### src/rtl/compressor_frame_sequencer.sv
// Loads up to NUM_SRC operand rows into a buffer that drives the compressor, waits LAT
// settle cycles, then presents the captured compressor result on a valid/ready stream.
module compressor_frame_sequencer #(
    parameter int NUM_SRC   = 23,
    parameter int WIDTH     = 23,
    parameter int DST_WIDTH = 29,
    parameter int LAT       = 0
) (
    input  logic                       clk_i,
    input  logic                       rst_i,
    input  logic                       in_valid_i,
    output logic                       in_ready_o,
    input  logic [WIDTH-1:0]           in_data_i,
    input  logic                       in_last_i,
    output logic [NUM_SRC*WIDTH-1:0]   comp_src_o,
    input  logic [DST_WIDTH-1:0]       comp_dst_i,
    output logic                       out_valid_o,
    input  logic                       out_ready_i,
    output logic [DST_WIDTH-1:0]       out_data_o,
    output logic                       frame_err_o,
    output logic                       busy_o,
    output logic [15:0]                frame_cnt_o
);

    localparam int CNT_W = $clog2(NUM_SRC + 1);
    localparam int LAT_W = 4;

    // state  | meaning
    // S_LOAD | accepting rows into the buffer
    // S_WAIT | buffer frozen, lat_cnt counts down while the compressor settles
    // S_OUT  | result held on out_data until the output handshake
    typedef enum logic [1:0] {
        S_LOAD = 2'd0,
        S_WAIT = 2'd1,
        S_OUT  = 2'd2
    } state_t;

    state_t                     state_q, state_d;
    logic [NUM_SRC*WIDTH-1:0]   rows_q, rows_d;
    logic [CNT_W-1:0]           row_cnt_q, row_cnt_d;
    logic [LAT_W-1:0]           lat_cnt_q, lat_cnt_d;
    logic [DST_WIDTH-1:0]       out_data_q, out_data_d;
    logic                       frame_err_q, frame_err_d;
    logic [15:0]                frame_cnt_q, frame_cnt_d;
    logic                       last_row;

    always_ff @(posedge clk_i) begin
        if (rst_i) begin
            state_q     <= S_LOAD;
            rows_q      <= '0;
            row_cnt_q   <= '0;
            lat_cnt_q   <= '0;
            out_data_q  <= '0;
            frame_err_q <= 1'b0;
            frame_cnt_q <= '0;
        end else begin
            state_q     <= state_d;
            rows_q      <= rows_d;
            row_cnt_q   <= row_cnt_d;
            lat_cnt_q   <= lat_cnt_d;
            out_data_q  <= out_data_d;
            frame_err_q <= frame_err_d;
            frame_cnt_q <= frame_cnt_d;
        end
    end

    assign last_row = (row_cnt_q == CNT_W'(NUM_SRC - 1));

    always_comb begin
        state_d     = state_q;
        rows_d      = rows_q;
        row_cnt_d   = row_cnt_q;
        lat_cnt_d   = lat_cnt_q;
        out_data_d  = out_data_q;
        frame_err_d = 1'b0;
        frame_cnt_d = frame_cnt_q;
        case (state_q)
            S_LOAD: begin
                if (in_valid_i) begin
                    for (int k = 0; k < NUM_SRC; k++) begin
                        if (row_cnt_q == CNT_W'(k)) begin
                            rows_d[k*WIDTH +: WIDTH] = in_data_i;
                        end
                    end
                    row_cnt_d = row_cnt_q + CNT_W'(1);
                    if (in_last_i || last_row) begin
                        state_d   = S_WAIT;
                        lat_cnt_d = LAT_W'(LAT);
                    end
                    frame_err_d = last_row && !in_last_i;
                end
            end
            S_WAIT: begin
                if (lat_cnt_q == '0) begin
                    out_data_d = comp_dst_i;
                    state_d    = S_OUT;
                end else begin
                    lat_cnt_d = lat_cnt_q - LAT_W'(1);
                end
            end
            S_OUT: begin
                // Clearing the buffer here is what makes short frames see zero upper rows.
                if (out_ready_i) begin
                    state_d     = S_LOAD;
                    rows_d      = '0;
                    row_cnt_d   = '0;
                    frame_cnt_d = frame_cnt_q + 16'd1;
                end
            end
            default: state_d = S_LOAD;
        endcase
    end

    always_comb begin
        in_ready_o  = (state_q == S_LOAD);
        out_valid_o = (state_q == S_OUT);
        busy_o      = (state_q != S_LOAD);
    end

    assign comp_src_o  = rows_q;
    assign out_data_o  = out_data_q;
    assign frame_err_o = frame_err_q;
    assign frame_cnt_o = frame_cnt_q;

endmodule
### config.mk
export PLATFORM = sky130hd
export DESIGN_NAME = compressor_frame_sequencer
export DESIGN_NICKNAME = d
export VERILOG_FILES = /design/src/rtl/compressor_frame_sequencer.sv
export SDC_FILE = /design/constraint.sdc
export NUM_CORES = 1
export LEC_CHECK = 0
export ABC_AREA = 1
export BUFFER_PORTS_ARGS = -buffer_cell sky130_fd_sc_hd__buf_2
export CORE_AREA = 2 2 246 248
export CTS_BUF_LIST = sky130_fd_sc_hd__clkbuf_2
export CTS_CLUSTER_DIAMETER = 30
export DETAILED_ROUTE_END_ITERATION = 12
export DIE_AREA = 0 0 248 250
export GPL_ROUTABILITY_DRIVEN = 0
export PLACE_DENSITY = 0.57
export SYNTH_ARGS = -nofsm -noshare
export SYNTH_HDL_FRONTEND = slang
export SYNTH_SLANG_ARGS = --single-unit
### constraint.sdc
create_clock -name clk_i -period 3.7 [get_ports clk_i]
set_input_delay 0.74 -clock clk_i [delete_from_list [all_inputs] [get_ports clk_i]]
set_output_delay 0.74 -clock clk_i [all_outputs]
set_load 0.02 [all_outputs]
==> impl_metrics.yaml, run 1 <==
outcome:
  run_status: "complete, no violations"
yosys:
  synth_cell_types: 28
  synth_seq_cells: 586
  seq_area_frac_synth_pct: 56.7
  ys_warn_count: 0
  synth_enable_flop_cells: 0
  synthArstFlopShare_pct: 0
  synth.avg_cell_area_um2: 7.79
  synthTopCellsByCount: "nor2_1 (875), dfxtp_1 (586), o21ai_0 (529)"
  synth_fp_nets: 2718
  synth_top_area_cell: "dfxtp_1"
  yosys-top-cells-area: "dfxtp_1 (57%), nor2_1 (16%), o21ai_0 (13%)"
  synth_flop_cell: "dfxtp_1"
  synth_area_mm2: 0.0207
  synth_top_area_share_pct: 56.7
  syn_inst: 2653
  synth.most_common_cell: "nor2_1"
route:
  ant_nets: 0
  wl_per_cell_um: 19.3
  routed_wl_mm: 82.5
  dr.pass1.iters: 8
  first_iter_violations: 1193
  drc_errors: 0
  vias_per_cell: 4.82
  num_vias: 20600
power_and_ir_drop:
  seq_power_share_pct: 46.2
  comb_power_share_pct: 22.4
  p_per_area_mw_per_mm2: 583
  internal_power_mw: 10.1
  power_mw: 15.7
  p_leak_nw: 12.8
  p_sw_mw: 5.57
  switching_share_pct: 35.5
  pwr-share-clk_pct: 31.4
  vdd_ir_drop_max_uv: 410
global_route:
  overflow: 0
  grt_max_degree: 116
  track_usage_pct: 25.9
  antenna_found_initial: 1
  grt_pass1_vias: 19200
  grt_pass1_wl_mm: 120
cells_and_area:
  drive_gt1_share_pct: 27.4
  fin_area_mm2: 0.0269
  multi_input_area_mm2: 0.00784
  area_delta_synth_final_pct: 30.1
  fin_nets: 3445
  nFillCells: 6216
  utilization_pct: 45.1
  regArea_mm2: 0.0117
floorplan:
  die_h_um: 250
  dieArea_mm2: 0.0620
  num_rows: 90
  die_w_um: 248
  core-area_mm2: 0.0596
  initial_core_util_pct: 34.7
  pin_count: 635
timing:
  slew_headroom_pct: 25.7
  fmax_mhz: 303
  fin_hold_ws_ns: 0.204
  fin_crit_sh_pct: 89.2
  setup_viol: 0
  tightest_slew_ns: 1.11
  fin_crit_ns: 3.30
  finalHoldViolCount: 0
  finalSetupTns_ns: 0
  grt_setup_unrepaired: "false"
  drv_slew: 0
  finClkSkew_ns: 0.0899
setup_path:
  cpLargestDelayFamily: "buffers and inverters"
  critPathMaxStageDelay_ns: 0.42
  critPathSlowestCell: "dfxtp_1"
  critPathMaxFanout: 11
  cp_cell_sequence: "nand2_2, inv_4, buf_2"
  path_class: "flip-flop to primary output"
  crit_buf_inv: 2
  startpoint_type: "flip-flop"
  cp-end-kind: "primary output"
  arrival_ns: 2.56
  worst_ep_required_time_ns: 2.96
placement:
  dpl_cell_area_mm2: 0.0244
  dp_hpwl_mm: 53.4
  io_buffer_count: 634
clocking:
  clk_pin_slew_worst_paths_ns: 0.10
  cts_tree: "built"
  cts-root-buf: "clkbuf_2"
  htree_levels: 4
  cts_sinks: 586
  cts_buffer_depth: 3
  cts_buffers: 159
  clock_latency_ns: 1.31
worst_hold_path:
  hold_class: "input pin to flip-flop"
flow_run:
  cap_violations: 0
## path summary, 6_finish.rpt
path	startpoint	end	slack, ns	cells after the start
worst max-delay path	state_q[1]	out_valid_o	0.40	3
worst min-delay path	comp_dst_i[12]	out_data_o[12]	0.20	4
worst max register to register	state_q[1]	comp_src_o[300]	0.88	8
worst min register to register	comp_src_o[362]	comp_src_o[362]	0.47	2
## sequential cells by signal, summed over array words and instances, names as in the netlist
name,flops
comp_src_o,529
state_q,2
lat_cnt_q,4
frame_err_o,1
row_cnt_q,5
frame_cnt_o,16
out_data_o,29
## layer usage
metal	track usage [%]	up-vias	wire length [µm]
met3	8.91	194	7460
met2	41.1	858	38300
met1	30.8	9454	33100
met4	13.1	0	3650
met5	0	-	0
li1	-	10100	-
## worst register-to-register path: cells and delay by family (launching register included)
family,cells,cell delay (ns)
compound gates,2,0.51
buf+inv,2,1.01
flops,1,0.42
simple gates,4,0.73
## cells by family after synthesis
| group | Yosys count | share of synthesized area [%] |
|---|---|---|
| xor gates and xnor gates | 3 | 0.127 |
| and+or+nand+nor | 1050 | 19.5 |
| adders and majority gates | 8 | 0.484 |
| AOI/OAI and AO/OA | 722 | 17.5 |
| buffers and inverters | 284 | 5.67 |
| DFF | 586 | 56.7 |
## placed cells by master, fill, tap and decap left out, drive strengths merged
master       netlist  final
ha                 8      8
buf               64    672
xor2               2      2
o22ai              1      1
nand2            146    146
nor2             876    876
a21oi            161    161
nand3             16     16
diode              0      3
or2                2      2
dfxtp            586    586
clkinvlp           0      2
nor3               5      5
o21ai            560    560
xnor2              1      1
inv               78     84
nor3b              1      1
nand4              4      4
clkbuf           138    216
clkinv             4     42
bufinv             0      8
dlygate4sd3        0     96
## power by group through the flow
stage	Sequential (mW)	Clock, mW	Combinational, mW
6_report	7.24	4.93	3.52
3_3_place_gp	7.36	0	3.42
5_1_grt	7.31	5.45	3.82
2_1_floorplan	8.12	0	1.33
3_5_place_dp	7.37	0	3.43
4_1_cts	7.23	5.08	3.53
## stage by stage
| stage | instances | setup WS [ns] |
|---|---|---|
| 6_report | 4274 | 0.400 |
| 2_1_floorplan | 2653 | 1.83 |
| 4_1_cts | 4271 | 0.144 |
| 5_1_grt | 4273 | 0.165 |
| 3_5_place_dp | 3905 | 0.612 |
| 3_3_place_gp | 3905 | 0.662 |
## what timing repair did
item | in CTS | in global routing
endpoints found under the setup margin | 1 | 0
gates resized for setup | 2 | 0
buffers inserted | 0 | 0
hold endpoints to repair | 395 | 0
hold buffers | 96 | 0
## final cells by class
| type | count | share of cell area [%] |
|---|---|---|
| sequential | 586 | 43.6 |
| multi-input combinational | 1783 | 29.1 |
| timing repair buffer | 768 | 16.7 |
| clock buffer | 216 | 4.02 |
| tap | 782 | 3.64 |
| clock inverter | 54 | 1.66 |
| inverter | 82 | 1.18 |
| antenna | 3 | 0.0279 |
(Power assumes the default switching activity.)
==> run 2: changes to the inputs <==
--- a/config.mk
+++ b/config.mk
@@ -14,6 +14,8 @@
 export DIE_AREA = 0 0 248 250
 export GPL_ROUTABILITY_DRIVEN = 0
 export PLACE_DENSITY = 0.57
+export RECOVER_POWER = 100
+export SETUP_SLACK_MARGIN = 0.5
 export SYNTH_ARGS = -nofsm -noshare
 export SYNTH_HDL_FRONTEND = slang
 export SYNTH_SLANG_ARGS = --single-unit
==> run 2 against run 1 <==
  * Count of clock-buffer cells in the layout did not move
  * Wire length rose by 0.41%
  * Setup slack improved by 0.10 ns
  * Power fell by 0.86%
  * Utilization fell by 1.2 points
  * Clock skew rose by 0.0047 ns
  * Global-route usage rose by 0.057 points
  * Cell area fell by 2.8%
  * Largest cell class unchanged
  * Largest power group unchanged
==> impl_metrics.yaml, run 2 (synthesis gave the netlist of run 1 again) <==
clocking:
  cts_buffer_depth: 3
  htree_levels: 4
  cts_tree: "built"
  clock_latency_ns: 1.32
  cts_sinks: 586
  cts_buffers: 159
  clk_pin_slew_worst_paths_ns: 0.10
  cts-root-buf: "clkbuf_2"
cells_and_area:
  fin_nets: 3446
  drive_gt1_share_pct: 10.2
  largest_register_ffs: 529
  area_delta_synth_final_pct: 26.5
  fin_area_mm2: 0.0261
  final_common_cell: "nor2_1"
  utilization_pct: 43.9
  final_cell_mix: "nor2_1 (865), dfxtp_1 (586), clkbuf_1 (581)"
global_route:
  grt_pass1_vias: 19200
  grt_max_degree: 116
  overflow: 0
  antenna_found_initial: 1
  track_usage_pct: 25.9
  grt_pass1_wl_mm: 120
floorplan:
  initial_core_util_pct: 34.7
  dieArea_mm2: 0.0620
  die_w_um: 248
  core-area_mm2: 0.0596
  pin_count: 635
  num_rows: 90
  die_h_um: 250
timing:
  finClkSkew_ns: 0.0947
  fin_crit_sh_pct: 86.4
  drv_slew: 0
  fin_crit_ns: 3.20
  slew_headroom_pct: 5.42
  grt_setup_unrepaired: "false"
  setup_ws_ns: 0.502
  fmax_mhz: 313
  finalSetupTns_ns: 0
  setup_viol: 0
  tightest_slew_ns: 1.42
  finalHoldViolCount: 0
route:
  drc_errors: 0
  ant_nets: 0
  dr.pass1.iters: 5
  first_iter_violations: 1243
  num_vias: 20700
  wl_per_cell_um: 19.4
  routed_wl_mm: 82.9
  vias_per_cell: 4.83
setup_path:
  path_class: "flip-flop to primary output"
  startpoint_type: "flip-flop"
  arrival_ns: 2.46
  critPathSlowestCell: "dfxtp_1"
  critPathMaxStageDelay_ns: 0.40
  cp_cell_sequence: "nand2_1, inv_8, buf_2"
  worst_ep_required_time_ns: 2.96
  critPathMaxFanout: 11
  crit_buf_inv: 2
  cpLargestDelayFamily: "buffers and inverters"
  cp-end-kind: "primary output"
power_and_ir_drop:
  p_leak_nw: 10.4
  power_mw: 15.5
  vdd_ir_drop_max_uv: 409
  p_per_area_mw_per_mm2: 594
outcome:
  run_status: "complete, no violations"
placement:
  dp_hpwl_mm: 53.4
  dpl_cell_area_mm2: 0.0244
  io_buffer_count: 634
  preCtsSetupSlack_ns: 0.612
flow_run:
  cap_violations: 0
worst_hold_path:
  hold_class: "input pin to flip-flop"
-- run 2: through the flow --
stage                     std cells  hold slack [ns]
final                          4275            0.199
after detailed placement       3905            0.454
after floorplan                2653            0.454
after global routing           4274           0.0947
after global placement         3905            0.450
after CTS                      4272         0.000187
-- run 2: tightest hold or removal path, delay by kind of cell --
family / cells / cell delay [ns]
buffers and inverters: 2 / 0.63
and+or+nand+nor: 2 / 0.12
-- run 2: per-layer routing --
layer,vias to the layer above,routed length (µm),track usage [%]
met5,-,0,0
met4,0,3810,13.0
met3,203,7440,8.91
met2,871,38400,41.3
met1,9486,33300,30.8
li1,10100,-,-
-- run 2: area by class of cell --
class | count | area (µm²)
fill | 6508 | 33400
sequential | 586 | 11700
multi-input combinational | 1783 | 7820
timing repair buffer | 769 | 3760
clock buffer | 216 | 1080
tap | 782 | 978
clock inverter | 54 | 447
inverter | 82 | 323
antenna | 3 | 7.51
-- run 2: power breakdown --
part	internal, mW	switching (mW)
clock network	2.15	2.79
registers	6.93	0.326
logic	0.860	2.49
-- run 2: worst paths after layout --
check,from,endpoint,slack [ns],cells past startpoint
worst min-delay path,comp_dst_i[12],out_data_o[12],0.20,4
worst max-delay path,state_q[1],out_valid_o,0.50,3
worst max register to register,state_q[0],comp_src_o[435],0.60,8
worst min register to register,comp_src_o[22],comp_src_o[22],0.47,2
-- run 2: repair_timing --
action                                 4_1_cts  5_1_grt
resized for setup                            7        0
setup buffers                                1        0
endpoints found under the hold margin      395        0
hold buffers                                96        0
setup endpoints to repair                    2        0
